### src/rtl/sram_ctrl_pkg.sv
// sram_ctrl_pkg: shared defaults, controller state type and FIFO pointer helper
// for the SRAM port controller.
package sram_ctrl_pkg;
    localparam int BITS_DEF   = 7;
    localparam int DEPTH_DEF  = 128;
    localparam int ADDR_W_DEF = 7;
    localparam int FIFO_DEPTH = 3;

    typedef enum logic {INIT, RUN} state_t;

    function automatic logic [1:0] ptr_inc(input logic [1:0] p);
        return (p == 2'(FIFO_DEPTH - 1)) ? 2'd0 : p + 2'd1;
    endfunction
endpackage

### src/rtl/sram_resp_fifo.sv
// sram_resp_fifo: 3-entry show-ahead response FIFO; the head entry stays put until
// popped, so the read data is stable while the consumer stalls.
module sram_resp_fifo
    import sram_ctrl_pkg::*;
#(
    parameter int W = BITS_DEF
) (
    input  logic         i_clk,
    input  logic         i_rst,
    input  logic         i_push,
    input  logic [W-1:0] i_data,
    input  logic         i_pop,
    output logic         o_valid,
    output logic [W-1:0] o_data,
    output logic [1:0]   o_count
);
    logic [W-1:0] r_mem [FIFO_DEPTH];
    logic [1:0]   r_wptr;
    logic [1:0]   r_rptr;
    logic [1:0]   r_count;
    logic         w_pop;

    assign w_pop   = i_pop && (r_count != 2'd0);
    assign o_valid = r_count != 2'd0;
    assign o_data  = r_mem[r_rptr];
    assign o_count = r_count;

    always_ff @(posedge i_clk) begin
        if (i_push)
            r_mem[r_wptr] <= i_data;
    end

    always_ff @(posedge i_clk or posedge i_rst) begin
        if (i_rst) begin
            r_wptr  <= 2'd0;
            r_rptr  <= 2'd0;
            r_count <= 2'd0;
        end else begin
            if (i_push)
                r_wptr <= ptr_inc(r_wptr);
            if (w_pop)
                r_rptr <= ptr_inc(r_rptr);
            r_count <= r_count + 2'(i_push) - 2'(w_pop);
        end
    end
endmodule

### src/rtl/sram_port_ctrl.sv
// sram_port_ctrl: valid/ready front end for a single-port synchronous SRAM macro,
// zeroing the array after reset and returning reads through a credit-limited FIFO.
module sram_port_ctrl
    import sram_ctrl_pkg::*;
#(
    parameter int BITS   = BITS_DEF,
    parameter int DEPTH  = DEPTH_DEF,
    parameter int ADDR_W = ADDR_W_DEF
) (
    input  logic              clock,
    input  logic              reset,
    input  logic              req_valid,
    output logic              req_ready,
    input  logic              req_write,
    input  logic [ADDR_W-1:0] req_addr,
    input  logic [BITS-1:0]   req_wdata,
    output logic              resp_valid,
    input  logic              resp_ready,
    output logic [BITS-1:0]   resp_rdata,
    output logic              init_done,
    output logic              sram_CEB,
    output logic              sram_WEB,
    output logic [ADDR_W-1:0] sram_A,
    output logic [BITS-1:0]   sram_D,
    input  logic [BITS-1:0]   sram_Q
);
    state_t            r_state;
    state_t            w_state_nxt;
    logic [ADDR_W-1:0] r_cnt;
    logic [ADDR_W-1:0] r_a;
    logic [BITS-1:0]   r_d;
    logic              r_inflight;
    logic [1:0]        w_count;
    logic              w_init;
    logic              w_accept;

    assign w_init    = r_state == INIT;
    assign init_done = r_state == RUN;
    // Credits cover both queued responses and the read whose data is still in the macro.
    assign req_ready = !w_init && (({1'b0, w_count} + {2'b0, r_inflight}) < 3'd3);
    assign w_accept  = req_valid && req_ready;

    always_comb begin
        w_state_nxt = r_state;
        sram_CEB    = 1'b1;
        sram_WEB    = 1'b1;
        sram_A      = r_a;
        sram_D      = r_d;
        if (reset) begin
            sram_CEB = 1'b1;
        end else if (w_init) begin
            sram_CEB = 1'b0;
            sram_WEB = 1'b0;
            sram_A   = r_cnt;
            sram_D   = '0;
            if (r_cnt == ADDR_W'(DEPTH - 1))
                w_state_nxt = RUN;
        end else if (w_accept) begin
            sram_CEB = 1'b0;
            sram_WEB = !req_write;
            sram_A   = req_addr;
            if (req_write)
                sram_D = req_wdata;
        end
    end

    always_ff @(posedge clock or posedge reset) begin
        if (reset) begin
            r_state    <= INIT;
            r_cnt      <= '0;
            r_a        <= '0;
            r_d        <= '0;
            r_inflight <= 1'b0;
        end else begin
            r_state    <= w_state_nxt;
            r_cnt      <= w_init ? r_cnt + 1'b1 : '0;
            r_a        <= sram_A;
            r_d        <= sram_D;
            r_inflight <= w_accept && !req_write;
        end
    end

    sram_resp_fifo #(.W(BITS)) u_fifo (
        .i_clk   (clock),
        .i_rst   (reset),
        .i_push  (r_inflight),
        .i_data  (sram_Q),
        .i_pop   (resp_ready),
        .o_valid (resp_valid),
        .o_data  (resp_rdata),
        .o_count (w_count)
    );
endmodule
### config.mk
export PLATFORM = sky130hd
export DESIGN_NAME = sram_port_ctrl
export DESIGN_NICKNAME = d
export VERILOG_FILES = /design/src/rtl/sram_ctrl_pkg.sv /design/src/rtl/sram_resp_fifo.sv /design/src/rtl/sram_port_ctrl.sv
export SDC_FILE = /design/constraint.sdc
export NUM_CORES = 1
export LEC_CHECK = 0
export CELL_PAD_IN_SITES_DETAIL_PLACEMENT = 1
export CELL_PAD_IN_SITES_GLOBAL_PLACEMENT = 1
export CORE_MARGIN = 5
export CORE_UTILIZATION = 35
export DETAILED_ROUTE_END_ITERATION = 10
export PLACE_DENSITY_LB_ADDON = 0.1
export SETUP_SLACK_MARGIN = 0.5
export SLEW_MARGIN = 20
export SYNTH_ARGS = -nofsm -noshare
export SYNTH_HDL_FRONTEND = slang
export SYNTH_SLANG_ARGS = --single-unit
export TNS_END_PERCENT = 100
### constraint.sdc
create_clock -name clock -period 2.4 [get_ports clock]
set_input_delay 0.48 -clock clock [delete_from_list [all_inputs] [get_ports clock]]
set_output_delay 0.48 -clock clock [all_outputs]
set_load 0.05 [all_outputs]
==> summary.txt <==
Run status
  • Run status: complete, but fails checks
  • Violated checks: negative setup slack

Clock network
  • Worst-skew pair later-pin latency: 0.31 ns
  • Total clock sinks: 50
  • Clock transition at the registers of the reported paths: 0.09 ns
  • TritonCTS clock tree: yes
  • Cts hold-fix bufs: 0
  • Library cell used as clock root buffer: clkbuf_8
  • Max Buffers Root-to-Sink: 2
  • Htree depth: 2
  • CTS Buf Count: 5

Global route
  • Maximum number of pins on one net before global-route repair: 19
  • Via count of the first global-routing pass: between 2000 and 2500
  • GRT Total Usage: 0.161
  • Leftover overflow at the end of global routing: 0
  • GR met1 Demand/Resource: 0.181
  • GR Util met3: 0.0501
  • M2 GR Usage: 0.291
  • Most congested layer reported by global routing: met2
  • Number of antenna violations at the first check in global routing: 0
  • First-pass GRT wire length: approximately 10 mm

Logic synthesis
  • Post-synth top cells: dfrtp_1, nand2_1, edfxtp_1, inv_1, o21ai_0
  • Post-Synth Simple-Gate Area: 0.127
  • Share of cell area taken by muxes after synthesis: 0.0314
  • Dominant combinational cell family by area after synthesis: simple AND/OR/NAND/NOR gates
  • Number of synthesized flops with an enable pin: 21
  • Largest area contributor in the netlist: dfrtp_1
  • Syn_nets: 227
  • Xor/xnor cell area share of the yosys netlist: 0.0157
  • Register area share after synthesis: 0.607
  • Cells after synthesis: around 200
  • Fraction of post-synthesis cell area in the top cell type by area: 0.325
  • Adder and majority gate portion of the synthesized area: 0.0280
  • Average cell area after synthesis: 11.4 um2
  • Share of the synthesized area in compound gates (AO/OA/AOI/OAI): 0.127
  • Seq cells post-synth: 50
  • Commonest register cell after synthesis: dfrtp_1
  • Post-synthesis instance area: 2230 um2
  • Most area-consuming cells after synthesis: dfrtp_1, edfxtp_1, nand2_1, inv_1, mux2i_1
  • Number of warnings reported in the yosys synthesis log: 0
  • Unique masters post-synth: 32
  • Most instantiated library cell after synthesis: dfrtp_1
  • Share of synthesized registers carrying an async set or reset: 0.580

Finish
  • Antenna diode instance count: 0
  • Filler Cells Inserted: between 600 and 700
  • Final net count: 311
  • Final cell area excluding filler cells: 3680 um2
  • Area of the multi-input gates: 1130 um2
  • Register cell area after layout: ~1400 um2
  • Final core area utilization: 0.586
  • Synthesis-to-finish area growth: 64.8%
  • Share of post-route cells with drive strength above 1: 0.423

Power
  • Worst voltage drop across the vdd grid: 0.761 mV
  • Static Leak: between 0.0015 and 0.002 uW
  • Total Power Consumption: 4610 uW
  • Power Density: around 1300 nW/um2

Die
  • Die Y-Extent: between 80 and 90 um
  • Count of pins on the block boundary: 52
  • Die outline width: between 80 and 90 um
  • Placeable core area: 6280 um2
  • Effective utilization at floorplan: 0.356
  • Site Rows: 29
  • Die Footprint: 8080 um2

Place
  • Total half-perimeter wirelength after legalization and detailed placement: 4.41 mm
  • Number of buffers added on ports: 51
  • GP Congestion: 0.669
  • Post-placement cell area: 3280 um2

STA
  • Pin slew with the least headroom to its limit: between 0.6 and 0.7 ns
  • Fin crit period: 2.82 ns
  • Setup Viol. Count Final: 16
  • Setup repair after global routing missed its margin: true
  • Clock skew: about 0.0061 ns
  • Hold Worst Slack: 0.508 ns
  • Headroom to the max-slew limit: 0.557
  • Final slew viol count: 0
  • Final count of hold timing violations: 0
  • FMAX: 354 MHz
  • Final worst-path cycle share: 1.18
  • Minimum setup slack in the final design: -0.424 ns

Worst setup path
  • Required time of the critical path: roughly 1.9 ns
  • Data arrival, critical path: 2.34 ns
  • Critical Setup Path Class: reg -> out
  • Maximum fanout along the worst path: 4
  • Worst r2r dst: r_a[5]$_DFF_PP0_
  • Startpoint of the worst-slack reg-to-reg timing path: r_inflight$_DFF_PP0_
  • Source of the critical timing path: r_inflight$_DFF_PP0_
  • Startpoint class of the critical path: flop
  • Critical Path Sink Type: primary output
  • Register-to-register setup slack: approximately 0.36 ns
  • Worst r2r path cells: 7

Worst hold path
  • HP Class: reg -> reg
  • Hold Path Origin: r_cnt[0]$_DFF_PP0_
  • Worst min-delay path endpoint: r_cnt[0]$_DFF_PP0_
  • Number of cells on the worst hold path: 1

Drt
  • Starting DRC count in detailed routing: 22
  • Total number of vias: about 1800
  • Ratio of routed vias to standard cells: 5.14
  • Count of TritonRoute iterations in the first routing pass: 4
  • Antenna violation net count after detailed routing: 0
  • Detailed-route DRC error count: 0
  • Wirelength, routed: approximately 6.3 mm
  • Mean routed wirelength per cell: 17.6 um

Job
  • Count of max-cap constraint violations: 0
==> metrics by stage <==
stage	TNS [ns]	instances	setup WS [ns]
2_1_floorplan	-2.89	196	-0.235
3_3_place_gp	-1.97	339	-0.158
3_5_place_dp	-2.64	339	-0.218
4_1_cts	-5.94	353	-0.417
5_1_grt	-7.02	358	-0.485
6_report	-5.97	358	-0.424
==> registers in the layout, summed over array words and instances (netlist names) <==
register,count
r_d,7
init_done,1
u_fifo.r_wptr,2
u_fifo.r_rptr,2
r_cnt,7
r_inflight,1
u_fifo.r_mem,21
r_a,7
u_fifo.o_count,2
==> cells by family (layout without fill, tap and decap cells) <==
kind of cell,after synthesis,after routing
AO/OA/AOI/OAI,41,41
adder cells (fa/ha/maj),5,5
XOR/XNOR,4,4
flip-flops,50,50
buffers and inverters,32,117
AND/OR/NAND/NOR,57,57
multiplexers,7,7
==> worst max path at each step <==
stage / end / slack, ns
6_report: sram_A[5] / -0.42
5_1_grt: sram_A[5] / -0.48
4_1_cts: sram_A[5] / -0.42
3_5_place_dp: sram_A[5] / -0.22
3_3_place_gp: sram_A[5] / -0.16
2_1_floorplan: sram_A[0] / -0.23
==> power by group <==
group | leakage [uW] | internal [uW] | switching, uW
clock network | 0.0000441 | 205 | 288
registers | 0.000537 | 1100 | 156
logic | 0.000945 | 1260 | 1600
total | 0.00153 | 2560 | 2040
==> layout by cell type (no fill, tap or decap), types with 5 or more instances in the layout <==
| master | Yosys | routed |
|---|---|---|
| buf_6 | 2 | 14 |
| nand2_1 | 26 | 26 |
| mux2i_1 | 7 | 6 |
| clkdlybuf4s50_1 | 0 | 25 |
| clkbuf_8 | 0 | 5 |
| edfxtp_1 | 21 | 21 |
| dfrtp_1 | 29 | 26 |
| o22ai_1 | 7 | 7 |
| o221ai_4 | 0 | 7 |
| buf_4 | 2 | 35 |
| o21ai_2 | 0 | 7 |
| a311oi_4 | 0 | 7 |
| buf_12 | 0 | 11 |
| inv_1 | 20 | 19 |
| nor2_1 | 6 | 5 |
==> critical path, cell delays in order, from the launching register on <==
cell and delay (ns):
dfrtp_1 0.39, ha_2 0.20, ha_4 0.20, and2_4 0.14, or3b_4 0.39, buf_6 0.15
a311oi_4 0.34, buf_6 0.21
==> final cells by class <==
class,count,area share
Inverter,21,0.0218
Sequential cell,50,0.370
Clock buffer,5,0.0187
Timing Repair Buffer,88,0.252
Clock inverter,3,0.00578
Multi-Input combinational cell,114,0.306
Tap cell,77,0.0262
==> metal layers <==
metal	share of wire	vias up
li1	-	871
met1	0.39	924
met2	0.55	40
met3	0.049	6
met4	0.011	0
met5	0	-
==> what timing repair did <==
action,in CTS,in global routing
buffers inserted,6,5
gates resized for setup,40,16
setup endpoints to repair,35,37
pin swaps,6,9
Note: power is estimated with default switching activity, not from simulation.
